$ cat config.mk
export PLATFORM = sky130hd
export DESIGN_NAME = vga_frame_capture_flat
export DESIGN_NICKNAME = d
export VERILOG_FILES = /design/src/rtl/vga_frame_capture_pkg.sv /design/src/rtl/vga_frame_capture_if.sv /design/src/rtl/vga_frame_capture_sync_tracker.sv /design/src/rtl/vga_frame_capture.sv /design/src/flat_wrapper.sv
export SDC_FILE = /design/constraint.sdc
export NUM_CORES = 1
export LEC_CHECK = 0
export ABC_CLOCK_PERIOD_IN_PS = 9400
export BUFFER_PORTS_ARGS = -buffer_cell sky130_fd_sc_hd__buf_2
export CAP_MARGIN = 40
export CORE_ASPECT_RATIO = 0.75
export CORE_UTILIZATION = 60
export CTS_CLUSTER_SIZE = 28
export DETAILED_ROUTE_END_ITERATION = 8
export PLACE_DENSITY_LB_ADDON = 0.08
export SKIP_LAST_GASP = 1
export SLEW_MARGIN = 15
export SYNTH_ARGS = -nofsm -noshare
export SYNTH_HDL_FRONTEND = slang
export SYNTH_HIERARCHICAL = 1
export SYNTH_SLANG_ARGS = --single-unit
$ cat constraint.sdc
create_clock -name VGA_CLK_IN -period 9.4 [get_ports VGA_CLK_IN]
set_input_delay 1.41 -clock VGA_CLK_IN [delete_from_list [all_inputs] [get_ports VGA_CLK_IN]]
set_output_delay 1.41 -clock VGA_CLK_IN [all_outputs]
set_load 0.1 [all_outputs]
$ cat src/rtl/vga_frame_capture_pkg.sv
// Shared timing constants and types for the VGA frame-capture block.
// Default values describe the 299x299 window written from word address 25.
package vga_pkg;

    localparam int H_TOTAL   = 800;
    localparam int X_MIN     = 201;
    localparam int X_MAX     = 499;
    localparam int Y_MIN     = 101;
    localparam int Y_MAX     = 399;
    localparam int DATA_LAT  = 1;
    localparam int ADDR_BASE = 25;

    localparam int X_W = 11;
    localparam int Y_W = 10;

    typedef enum logic [1:0] {
        IDLE,
        SYNC,
        CAPTURE,
        DONE
    } cap_state_t;

    typedef logic [7:0]     pixel_t;
    typedef logic [X_W-1:0] xcnt_t;
    typedef logic [Y_W-1:0] ycnt_t;

    function automatic logic in_range(input logic [X_W-1:0] v,
                                      input logic [X_W-1:0] lo,
                                      input logic [X_W-1:0] hi);
        return (v >= lo) && (v <= hi);
    endfunction

endpackage

$ cat src/rtl/vga_frame_capture_if.sv
// Video stream in, frame-buffer write bus out; the source side is the master.
interface vga_frame_capture_if;
    import vga_pkg::*;

    logic        i_hsync;
    logic        i_vsync;
    pixel_t      i_blue;
    logic        o_wr_en;
    logic [31:0] o_wr_addr;
    pixel_t      o_wr_data;

    modport master (
        output i_hsync,
        output i_vsync,
        output i_blue,
        input  o_wr_en,
        input  o_wr_addr,
        input  o_wr_data
    );

    modport slave (
        input  i_hsync,
        input  i_vsync,
        input  i_blue,
        output o_wr_en,
        output o_wr_addr,
        output o_wr_data
    );

endinterface

$ cat src/rtl/vga_frame_capture_sync_tracker.sv
// Sync edge detection and local x/y reconstruction for the capture path.
// Line-length checker is built only with VGA_CAPTURE_SYNC_CHECK_EN defined.
module vga_sync_tracker
    import vga_pkg::*;
#(
    parameter int P_H_TOTAL = H_TOTAL
) (
    input  logic  clk,
    input  logic  rst_n,
    input  logic  i_hsync,
    input  logic  i_vsync,
    output xcnt_t o_x,
    output ycnt_t o_y,
    output logic  o_h_rise,
    output logic  o_v_rise,
    output logic  o_sync_err
);

    localparam xcnt_t X_LAST = xcnt_t'(P_H_TOTAL - 1);
    localparam ycnt_t Y_SAT  = '1;

    logic [1:0] w_sync_in;
    logic [1:0] r_sync_q;
    logic [1:0] w_rise;
    xcnt_t      r_x;
    ycnt_t      r_y;

    assign w_sync_in = {i_vsync, i_hsync};

    always_ff @(posedge clk or negedge rst_n) begin
        if (!rst_n) begin
            r_sync_q <= '0;
        end else begin
            r_sync_q <= w_sync_in;
        end
    end

    genvar gi;
    generate
        for (gi = 0; gi < 2; gi++) begin : g_edge
            assign w_rise[gi] = w_sync_in[gi] & ~r_sync_q[gi];
        end
    endgenerate

    always_ff @(posedge clk or negedge rst_n) begin
        if (!rst_n) begin
            r_x <= '0;
        end else if (w_rise[0]) begin
            r_x <= xcnt_t'(1);
        end else if (r_x == X_LAST) begin
            r_x <= '0;
        end else begin
            r_x <= r_x + 1'b1;
        end
    end

    // Frame sync has priority over line sync when both rise together.
    always_ff @(posedge clk or negedge rst_n) begin
        if (!rst_n) begin
            r_y <= '0;
        end else if (w_rise[1]) begin
            r_y <= '0;
        end else if (w_rise[0] && (r_y != Y_SAT)) begin
            r_y <= r_y + 1'b1;
        end
    end

`ifdef VGA_CAPTURE_SYNC_CHECK_EN
    logic r_seen_h;
    logic r_sync_err;

    // On a correct-length line x has just wrapped from H_TOTAL-1 to 0 when hsync rises.
    always_ff @(posedge clk or negedge rst_n) begin
        if (!rst_n) begin
            r_seen_h   <= 1'b0;
            r_sync_err <= 1'b0;
        end else if (w_rise[0]) begin
            r_seen_h <= 1'b1;
            if (r_seen_h && (r_x != '0)) begin
                r_sync_err <= 1'b1;
            end
        end
    end

    assign o_sync_err = r_sync_err;
`else
    assign o_sync_err = 1'b0;
`endif

    assign o_x      = r_x;
    assign o_y      = r_y;
    assign o_h_rise = w_rise[0];
    assign o_v_rise = w_rise[1];

endmodule

$ cat src/rtl/vga_frame_capture.sv
// Captures the image window of a VGA stream into frame-buffer word writes.
// Optional line-length checker: define VGA_CAPTURE_SYNC_CHECK_EN.
module vga_frame_capture
    import vga_pkg::*;
#(
    parameter int P_H_TOTAL   = H_TOTAL,
    parameter int P_X_MIN     = X_MIN,
    parameter int P_X_MAX     = X_MAX,
    parameter int P_Y_MIN     = Y_MIN,
    parameter int P_Y_MAX     = Y_MAX,
    parameter int P_DATA_LAT  = DATA_LAT,
    parameter int P_ADDR_BASE = ADDR_BASE
) (
    input  logic                VGA_CLK_IN,
    input  logic                VGA_RST_N,
    vga_frame_capture_if.slave  vif,
    input  logic                i_arm,
    input  logic                i_continuous,
    output logic                o_busy,
    output logic                o_frame_done,
    output logic                o_sync_err
);

    localparam xcnt_t       X_LO   = xcnt_t'(P_X_MIN);
    localparam xcnt_t       X_HI   = xcnt_t'(P_X_MAX);
    localparam xcnt_t       Y_LO   = xcnt_t'(P_Y_MIN);
    localparam xcnt_t       Y_HI   = xcnt_t'(P_Y_MAX);
    localparam ycnt_t       Y_LAST = ycnt_t'(P_Y_MAX);
    localparam logic [31:0] A_BASE = 32'(P_ADDR_BASE);

    xcnt_t       w_x;
    ycnt_t       w_y;
    logic        w_h_rise;
    logic        w_v_rise;
    xcnt_t       w_xd;
    logic        w_hit;
    logic        w_last_px;

    cap_state_t  r_state;
    cap_state_t  w_state_next;
    logic        w_capture_wr;
    logic        w_restart;

    logic        r_wr_en;
    logic [31:0] r_wr_addr;
    pixel_t      r_wr_data;
    logic [31:0] r_next_addr;
    logic        r_last_wr;

    vga_sync_tracker #(
        .P_H_TOTAL (P_H_TOTAL)
    ) u_tracker (
        .clk        (VGA_CLK_IN),
        .rst_n      (VGA_RST_N),
        .i_hsync    (vif.i_hsync),
        .i_vsync    (vif.i_vsync),
        .o_x        (w_x),
        .o_y        (w_y),
        .o_h_rise   (w_h_rise),
        .o_v_rise   (w_v_rise),
        .o_sync_err (o_sync_err)
    );

    // Unsigned 11-bit subtract: x < DATA_LAT wraps high and falls outside the window.
    assign w_xd      = w_x - xcnt_t'(P_DATA_LAT);
    assign w_hit     = in_range(w_xd, X_LO, X_HI) && in_range({1'b0, w_y}, Y_LO, Y_HI);
    assign w_last_px = (w_xd == X_HI) && (w_y == Y_LAST);

    always_ff @(posedge VGA_CLK_IN or negedge VGA_RST_N) begin
        if (!VGA_RST_N) begin
            r_state <= IDLE;
        end else begin
            r_state <= w_state_next;
        end
    end

    always_comb begin
        w_state_next = r_state;
        w_capture_wr = 1'b0;
        w_restart    = 1'b0;
        case (r_state)
            IDLE: begin
                if (i_arm) begin
                    w_state_next = SYNC;
                end
            end
            SYNC: begin
                if (w_v_rise) begin
                    w_state_next = CAPTURE;
                    w_restart    = 1'b1;
                end
            end
            CAPTURE: begin
                // Stay here while the final write is on the bus, so writes never leave CAPTURE.
                if (w_v_rise) begin
                    w_state_next = SYNC;
                    w_restart    = 1'b1;
                end else if (r_last_wr) begin
                    w_state_next = DONE;
                end else begin
                    w_capture_wr = w_hit;
                end
            end
            DONE: begin
                w_state_next = i_continuous ? SYNC : IDLE;
            end
            default: begin
                w_state_next = IDLE;
            end
        endcase
    end

    always_ff @(posedge VGA_CLK_IN or negedge VGA_RST_N) begin
        if (!VGA_RST_N) begin
            r_wr_en     <= 1'b0;
            r_wr_addr   <= A_BASE;
            r_wr_data   <= '0;
            r_next_addr <= A_BASE;
            r_last_wr   <= 1'b0;
        end else begin
            r_wr_en   <= w_capture_wr;
            r_last_wr <= w_capture_wr && w_last_px;
            if (w_restart) begin
                r_wr_addr   <= A_BASE;
                r_next_addr <= A_BASE;
            end else if (w_capture_wr) begin
                r_wr_addr   <= r_next_addr;
                r_wr_data   <= vif.i_blue;
                r_next_addr <= r_next_addr + 32'd1;
            end
        end
    end

    assign vif.o_wr_en   = r_wr_en;
    assign vif.o_wr_addr = r_wr_addr;
    assign vif.o_wr_data = r_wr_data;
    assign o_busy        = (r_state == SYNC) || (r_state == CAPTURE);
    assign o_frame_done  = (r_state == DONE);

endmodule

$ cat src/flat_wrapper.sv
// flat-port wrapper written by rule: the top's interface ports become plain ports
module vga_frame_capture_flat import vga_pkg::*;
#(
    parameter int P_H_TOTAL   = H_TOTAL,
    parameter int P_X_MIN     = X_MIN,
    parameter int P_X_MAX     = X_MAX,
    parameter int P_Y_MIN     = Y_MIN,
    parameter int P_Y_MAX     = Y_MAX,
    parameter int P_DATA_LAT  = DATA_LAT,
    parameter int P_ADDR_BASE = ADDR_BASE
)
  (VGA_CLK_IN, VGA_RST_N, i_arm, i_continuous, o_busy, o_frame_done, o_sync_err, vif_i_hsync, vif_i_vsync, vif_i_blue, vif_o_wr_en, vif_o_wr_addr, vif_o_wr_data);
  vga_frame_capture_if vif_i ();
  input  logic VGA_CLK_IN;
  input  logic VGA_RST_N;
  input  logic i_arm;
  input  logic i_continuous;
  output logic o_busy;
  output logic o_frame_done;
  output logic o_sync_err;
  input wire logic [$bits(vif_i.i_hsync)-1:0] vif_i_hsync;
  input wire logic [$bits(vif_i.i_vsync)-1:0] vif_i_vsync;
  input wire logic [$bits(vif_i.i_blue)-1:0] vif_i_blue;
  output wire logic [$bits(vif_i.o_wr_en)-1:0] vif_o_wr_en;
  output wire logic [$bits(vif_i.o_wr_addr)-1:0] vif_o_wr_addr;
  output wire logic [$bits(vif_i.o_wr_data)-1:0] vif_o_wr_data;
  assign vif_i.i_hsync = vif_i_hsync;
  assign vif_i.i_vsync = vif_i_vsync;
  assign vif_i.i_blue = vif_i_blue;
  assign vif_o_wr_en = vif_i.o_wr_en;
  assign vif_o_wr_addr = vif_i.o_wr_addr;
  assign vif_o_wr_data = vif_i.o_wr_data;
  vga_frame_capture #(.P_H_TOTAL(P_H_TOTAL), .P_X_MIN(P_X_MIN), .P_X_MAX(P_X_MAX), .P_Y_MIN(P_Y_MIN), .P_Y_MAX(P_Y_MAX), .P_DATA_LAT(P_DATA_LAT), .P_ADDR_BASE(P_ADDR_BASE)) u_core (.VGA_CLK_IN(VGA_CLK_IN), .VGA_RST_N(VGA_RST_N), .vif(vif_i), .i_arm(i_arm), .i_continuous(i_continuous), .o_busy(o_busy), .o_frame_done(o_frame_done), .o_sync_err(o_sync_err));
endmodule
## Word level (Yosys, flattened, before mapping)

Cells that the tools add are included.

- Reductions and logical operators: 13
- Bitwise logic cells: 5
- Multiplexer cells: 19
- Equal/unequal tests: 10
- Add/subtract/negate cells: 4
- Order comparisons: 4

Operators by type and width:

| kind | count |
|---|---|
| 32-bit 2-to-1 mux | 4 |
| 32-bit by 1-bit adder with 32-bit output (second input constant) | 1 |
| 11-bit 2-to-1 mux | 2 |
| 10-bit 2-to-1 mux | 2 |
| 11-bit by 1-bit adder with 11-bit output (second input constant) | 1 |
| 11-bit by 10-bit equality test with 1-bit output (second input constant) | 1 |
| 11-bit by 9-bit equality test with 1-bit output (second input constant) | 1 |
| 11-bit by 8-bit >= comparator with 1-bit output (second input constant) | 1 |
| 11-bit by 9-bit <= comparator with 1-bit output (second input constant) | 1 |
| 11-bit by 1-bit subtractor with 11-bit output (second input constant) | 1 |
| 10-bit by 1-bit adder with 10-bit output (second input constant) | 1 |
| 10-bit by 9-bit equality test with 1-bit output (second input constant) | 1 |
| 10-bit by 7-bit >= comparator with 1-bit output (second input constant) | 1 |
| 10-bit by 9-bit <= comparator with 1-bit output (second input constant) | 1 |
| 10-bit inequality test (second input constant) | 1 |
| 2-bit 2-to-1 mux | 4 |
| 2-bit case mux with 4 select lines | 1 |
| 1-bit logical AND | 6 |
| 1-bit 2-to-1 mux | 6 |
| 2-bit equality test (second input constant) | 2 |
| 2-bit inequality test (second input constant) | 2 |
| 2-bit nonzero test | 2 |
| 3-bit by 2-bit inequality test with 1-bit output (second input constant) | 1 |
| 1-bit inverter | 3 |
| 7 further kinds | 8 |

- Register bits after elaboration: 99
- Logic and storage cells: 64
- Output and inout port bits: 44
- Input port bits: 14

## Logic depth before layout (Yosys ltp)

- Depth in word-level cells: 9
- Depth in mapped cells: 11
- Depth with buffers taken out: 9

## By module

The synthesis kept the hierarchy.

Modules (own cells, without submodules):

| module | cells each | instances | area an instance (um^2) | seq. area each (um^2) |
|---|---|---|---|---|
| vga_frame_capture | 445 | 1 | 4103.9 | 1909.3 |
| vga_sync_tracker | 114 | 1 | 1128.6 | 575.6 |

## Least setup slack after synthesis

No wires, ideal clock.

- Path type: input to register
- From: input port vif_i_vsync
- To: register u_core.r_wr_data[2] (netlist: u_core/vif.o_wr_data[2])
- Path slack: 5.890 ns
- Path buffers: 1
- Data required time: 9.275 ns
- Stages: 10
- Arrival time: 3.384 ns
- Setup time: 0.125 ns
- Path through: nand2b_1 -> clkinv_1 -> nand2b_1 -> nor3_1 -> nand2_1 -> a2111oi_4 -> nand2_2 -> inv_2 -> buf_2 -> mux2_2

- Cells in the longest elaborated chain, start to end: 5
- Elaborated cells on any way between the ends: 7
- Classes of those cells: 4 x mux; 2 x bitwise; 1 x reduce/logical

RTL lines:

| element | RTL line | RTL |
|---|---|---|
| from (decl) | flat_wrapper.sv:22 | `input wire logic [$bits(vif_i.i_vsync)-1:0] vif_i_vsync;` |
| 1-bit bitwise AND (*) | vga_frame_capture_sync_tracker.sv:41 | `assign w_rise[gi] = w_sync_in[gi] & ~r_sync_q[gi];` |
| named net u_core.w_v_rise | vga_frame_capture.sv:34 | `logic w_v_rise;` |
| 1-bit 2-to-1 mux | vga_frame_capture.sv:88, vga_frame_capture.sv:95 |  |
| 1-bit 2-to-1 mux | -- |  |
| 1-bit inverter (no line) | -- |  |
| 2-bit AND reduction (no line) (*) | -- |  |
| to (signal assigned) | vga_frame_capture.sv:128 | `r_wr_data <= vif.i_blue;` |
| to (decl) | vga_frame_capture.sv:46 | `pixel_t r_wr_data;` |

The timed path passes the listed nets; every way through them passes the cells marked *.
A chain may end at the register's enable or synchronous reset.

## Worst setup path in the final report

- From: input port vif_i_vsync
- To: register u_core.r_wr_data[0] (netlist: u_core/vif.o_wr_data[0])

The elaborated chain is that of the path after synthesis.

==> qor.txt <==
Synth Register Bits - 99
Min-delay src - u_core/vif.o_wr_data[6]$_DFFE_PN0P_
Result of the run - completed
Worst Reg-to-Reg Cells - 10
Synth Instances - 559
Worst reg2reg startpoint - u_core/u_tracker/o_x[0]$_DFF_PN0_
Area growth syn-to-layout - 12.6%
Critical Path End Type - flip-flop
Number of global-route vias before repair - 4322
Vias per cell - 6.41
Setup WS post-layout - 5.31 ns
Drt wl/cell - 17.3 um
Setup_tns - 0 ns
Non-filler cells, final - 712
Fmax - 0.245 GHz
Antenna cells - 0
Sequential fraction of the synthesis area - 47.5%
Critical path class - input pin to flip-flop
Synth warn - 6
Average cell area after synthesis - 9.36 um^2
Fill count - 642
Pre-CTS setup slack - 4.95 ns
Hold WS - 0.495 ns
Antenna violations before repair - 0
Period utilisation layout - 43.5%
Least-Margin Pin Slew - 0.791 ns
RSZ-0062 raised after global routing - false
Row cnt - 29
Hold path endpoint - u_core/vif.o_wr_data[6]$_DFFE_PN0P_
DR pass1 iterations - 5
Reg-to-reg setup timing slack - 5.50 ns
Initial Util - 61.9%
GR Overflow Total - 0
Final setup fails - 0
Dpl cell area - 5580 um^2
Final Max Tran Viols - 0
First-pass GRT wire length - 21300 um
Top FF cell, synth - dfrtp_1
Post-synth top area share - 44.5%
VDD IR max - 202 uV
Total of max-cap violations - 0
GRT Util Overall - 29.6%
Largest net degree at the start of global routing - 55
Skew-Pair Late Insertion Delay - 0.35 ns
CP max FO - 42
Clock Sinks - 99
Final hold viol count - 0
P_leak - 0.00255 uW
Remaining antenna violation count after routing - 0
GPL Wtd Cong - 0.876
Synth area leaders - dfrtp_1 44%, nand3_1 5.3%, o31ai_1 4.4%
Most common cell after layout, fill and taps aside - dfrtp_1
CTS root buf - clkbuf_16
FF-to-FF End - u_core/vif.o_wr_data[0]$_DFFE_PN0P_
Synthesized cell area - 5230 um^2
Most frequent cells in the layout - 93 x dfrtp_1, 55 x buf_2, 55 x nand2_1, 55 x nand3_1, 41 x o21ai_0
DR vias - 4563
Post-synth cell types - 67
Worst-path clk slew - 0.06 ns
Port Buffers - 56
# Post-CTS Setup Buffers - 0
Post-synth EDFFs - 0
Syn_nets - 582
Die area - 9100 um^2
CTS buffer count - 9
Core area - 8450 um^2
CP startpoint kind - input pin
# DRC - 0
Max Root-Sink Buffers - 2
HPWL Detailed - 7930 um
Final WL - 12300 um
Tmin final - 4.09 ns
Hold-fix buffers, CTS - 0
Die Wd - 110 um
DIE HEIGHT - 82.9 um
Rel. slew slack - 46.9%
Layout cell share with drive strength beyond 1 - 17.1%
Ys async rst share - 100%
H-tree levels - 3
PostCTS Resize Cnt - 0
Area leader, netlist - dfrtp_1
Worst Path Required - 9.63 ns
Worst path arrival time - 4.32 ns
Final instance area - 5890 um^2
Hold WC Path Type - flip-flop to flip-flop
CTS tree - built
Placed instance count - 696
Hold path depth - 1
Num ports - 58
Skew final - 0.00999 ns
Detailed Route Iter0 Violations - 402
PD cells - 197 nW/um^2
Final #Nets - 622
==> stage by stage <==
stage	utilization [%]	total power (uW)
3_3_place_gp	65.3	748
3_5_place_dp	66.0	769
5_1_grt	69.7	1210
2_1_floorplan	-	701
6_report	69.7	1160
4_1_cts	69.7	1160
==> critical path: stages <==
cell and delay (ns):
buf_2 0.10, nand2b_1 0.13, clkinv_1 0.31, nand2b_1 0.29, nor3_1 0.15, nand2_1 0.15
a2111oi_4 0.21, buf_4 0.41, nand2_2 0.20, inv_2 0.55, mux2_2 0.41
==> cell families (layout without fill, tap and decap cells) <==
logic type                 Yosys count  after routing  synth area share, %
other                                1              1               0.0717
muxes                               10             10                 2.10
and+or+nand+nor                    241            241                 24.5
buffers and inverters               51             96                 4.54
xor gates and xnor gates            14             14                 2.34
adders and majority gates            9              9                 2.15
AOI/OAI and AO/OA                  134            134                 16.8
DFF                                 99             99                 47.5
==> cell type report <==
class | instances | area [um^2] | area share (%)
Clock buffer | 11 | 233 | 3.95
Clock inverter | 5 | 78.8 | 1.34
Inverter | 16 | 61.3 | 1.04
Multi-Input combinational cell | 409 | 2510 | 42.7
Sequential cell | 99 | 2480 | 42.2
Tap cell | 108 | 135 | 2.29
Timing Repair Buffer | 64 | 383 | 6.50
==> power by group <==
| group | total [uW] | internal, uW | switching [uW] |
|---|---|---|---|
| sequential | 474 | 441 | 32.9 |
| clock | 391 | 233 | 158 |
| combinational | 295 | 78.4 | 216 |
==> layer usage <==
metal	share of wire, %	up-vias	wire length, um	global-route usage [%]
met5	0	-	0	0
met3	6.4	13	793	5.89
met1	46	2225	5710	43.8
li1	-	2153	-	-
met2	46	172	5720	44.8
met4	1.0	0	129	6.91
==> synth_stat cells, types with 2 or more instances <==
cell type and n:
a211oi_1 2, a21oi_1 29, a22oi_1 3, a311oi_1 3, a31oi_1 2, and2_1 3, and3_1 8, and4_1 2
buf_1 3, buf_2 6, buf_4 2, buf_6 4, clkbuf_1 20, dfrtp_1 93, dfstp_2 6, ha_1 9
inv_1 13, mux2_1 3, mux2_2 5, mux2i_1 2, nand2_1 55, nand2b_1 6, nand3_1 55, nand4_1 17
nor2_1 32, nor2b_1 2, nor3_1 9, nor4_1 6, o21a_1 3, o21ai_0 41, o311ai_0 6, o31ai_1 31
or3_1 7, or3_2 2, or4_1 25, xnor2_1 8, xor2_1 6
==> worst max path at each step <==
| stage | startpoint | to | slack [ns] | depth (start not counted) |
|---|---|---|---|---|
| floorplan | vif_i_vsync | u_core/vif.o_wr_data[2]$_DFFE_PN0P_ | 5.89 | 10 |
| global placement | vif_i_vsync | u_core/vif.o_wr_data[0]$_DFFE_PN0P_ | 5.09 | 11 |
| detailed placement | vif_i_vsync | u_core/vif.o_wr_data[2]$_DFFE_PN0P_ | 4.95 | 11 |
| CTS | vif_i_vsync | u_core/vif.o_wr_data[0]$_DFFE_PN0P_ | 5.31 | 11 |
| global route | vif_i_vsync | u_core/vif.o_wr_data[0]$_DFFE_PN0P_ | 5.03 | 11 |
| finish | vif_i_vsync | u_core/vif.o_wr_data[0]$_DFFE_PN0P_ | 5.31 | 11 |
==> registers in the layout (all words and copies together) (netlist names) <==
signal	count
u_core/r_next_addr	32
u_core/vif.o_wr_addr	32
u_core/u_tracker/o_x	11
u_core/u_tracker/o_y	10
u_core/vif.o_wr_data	8
u_core/r_state	2
u_core/u_tracker/r_sync_q	2
u_core/r_last_wr	1
u_core/vif.o_wr_en	1
(Power assumes the default switching activity.)
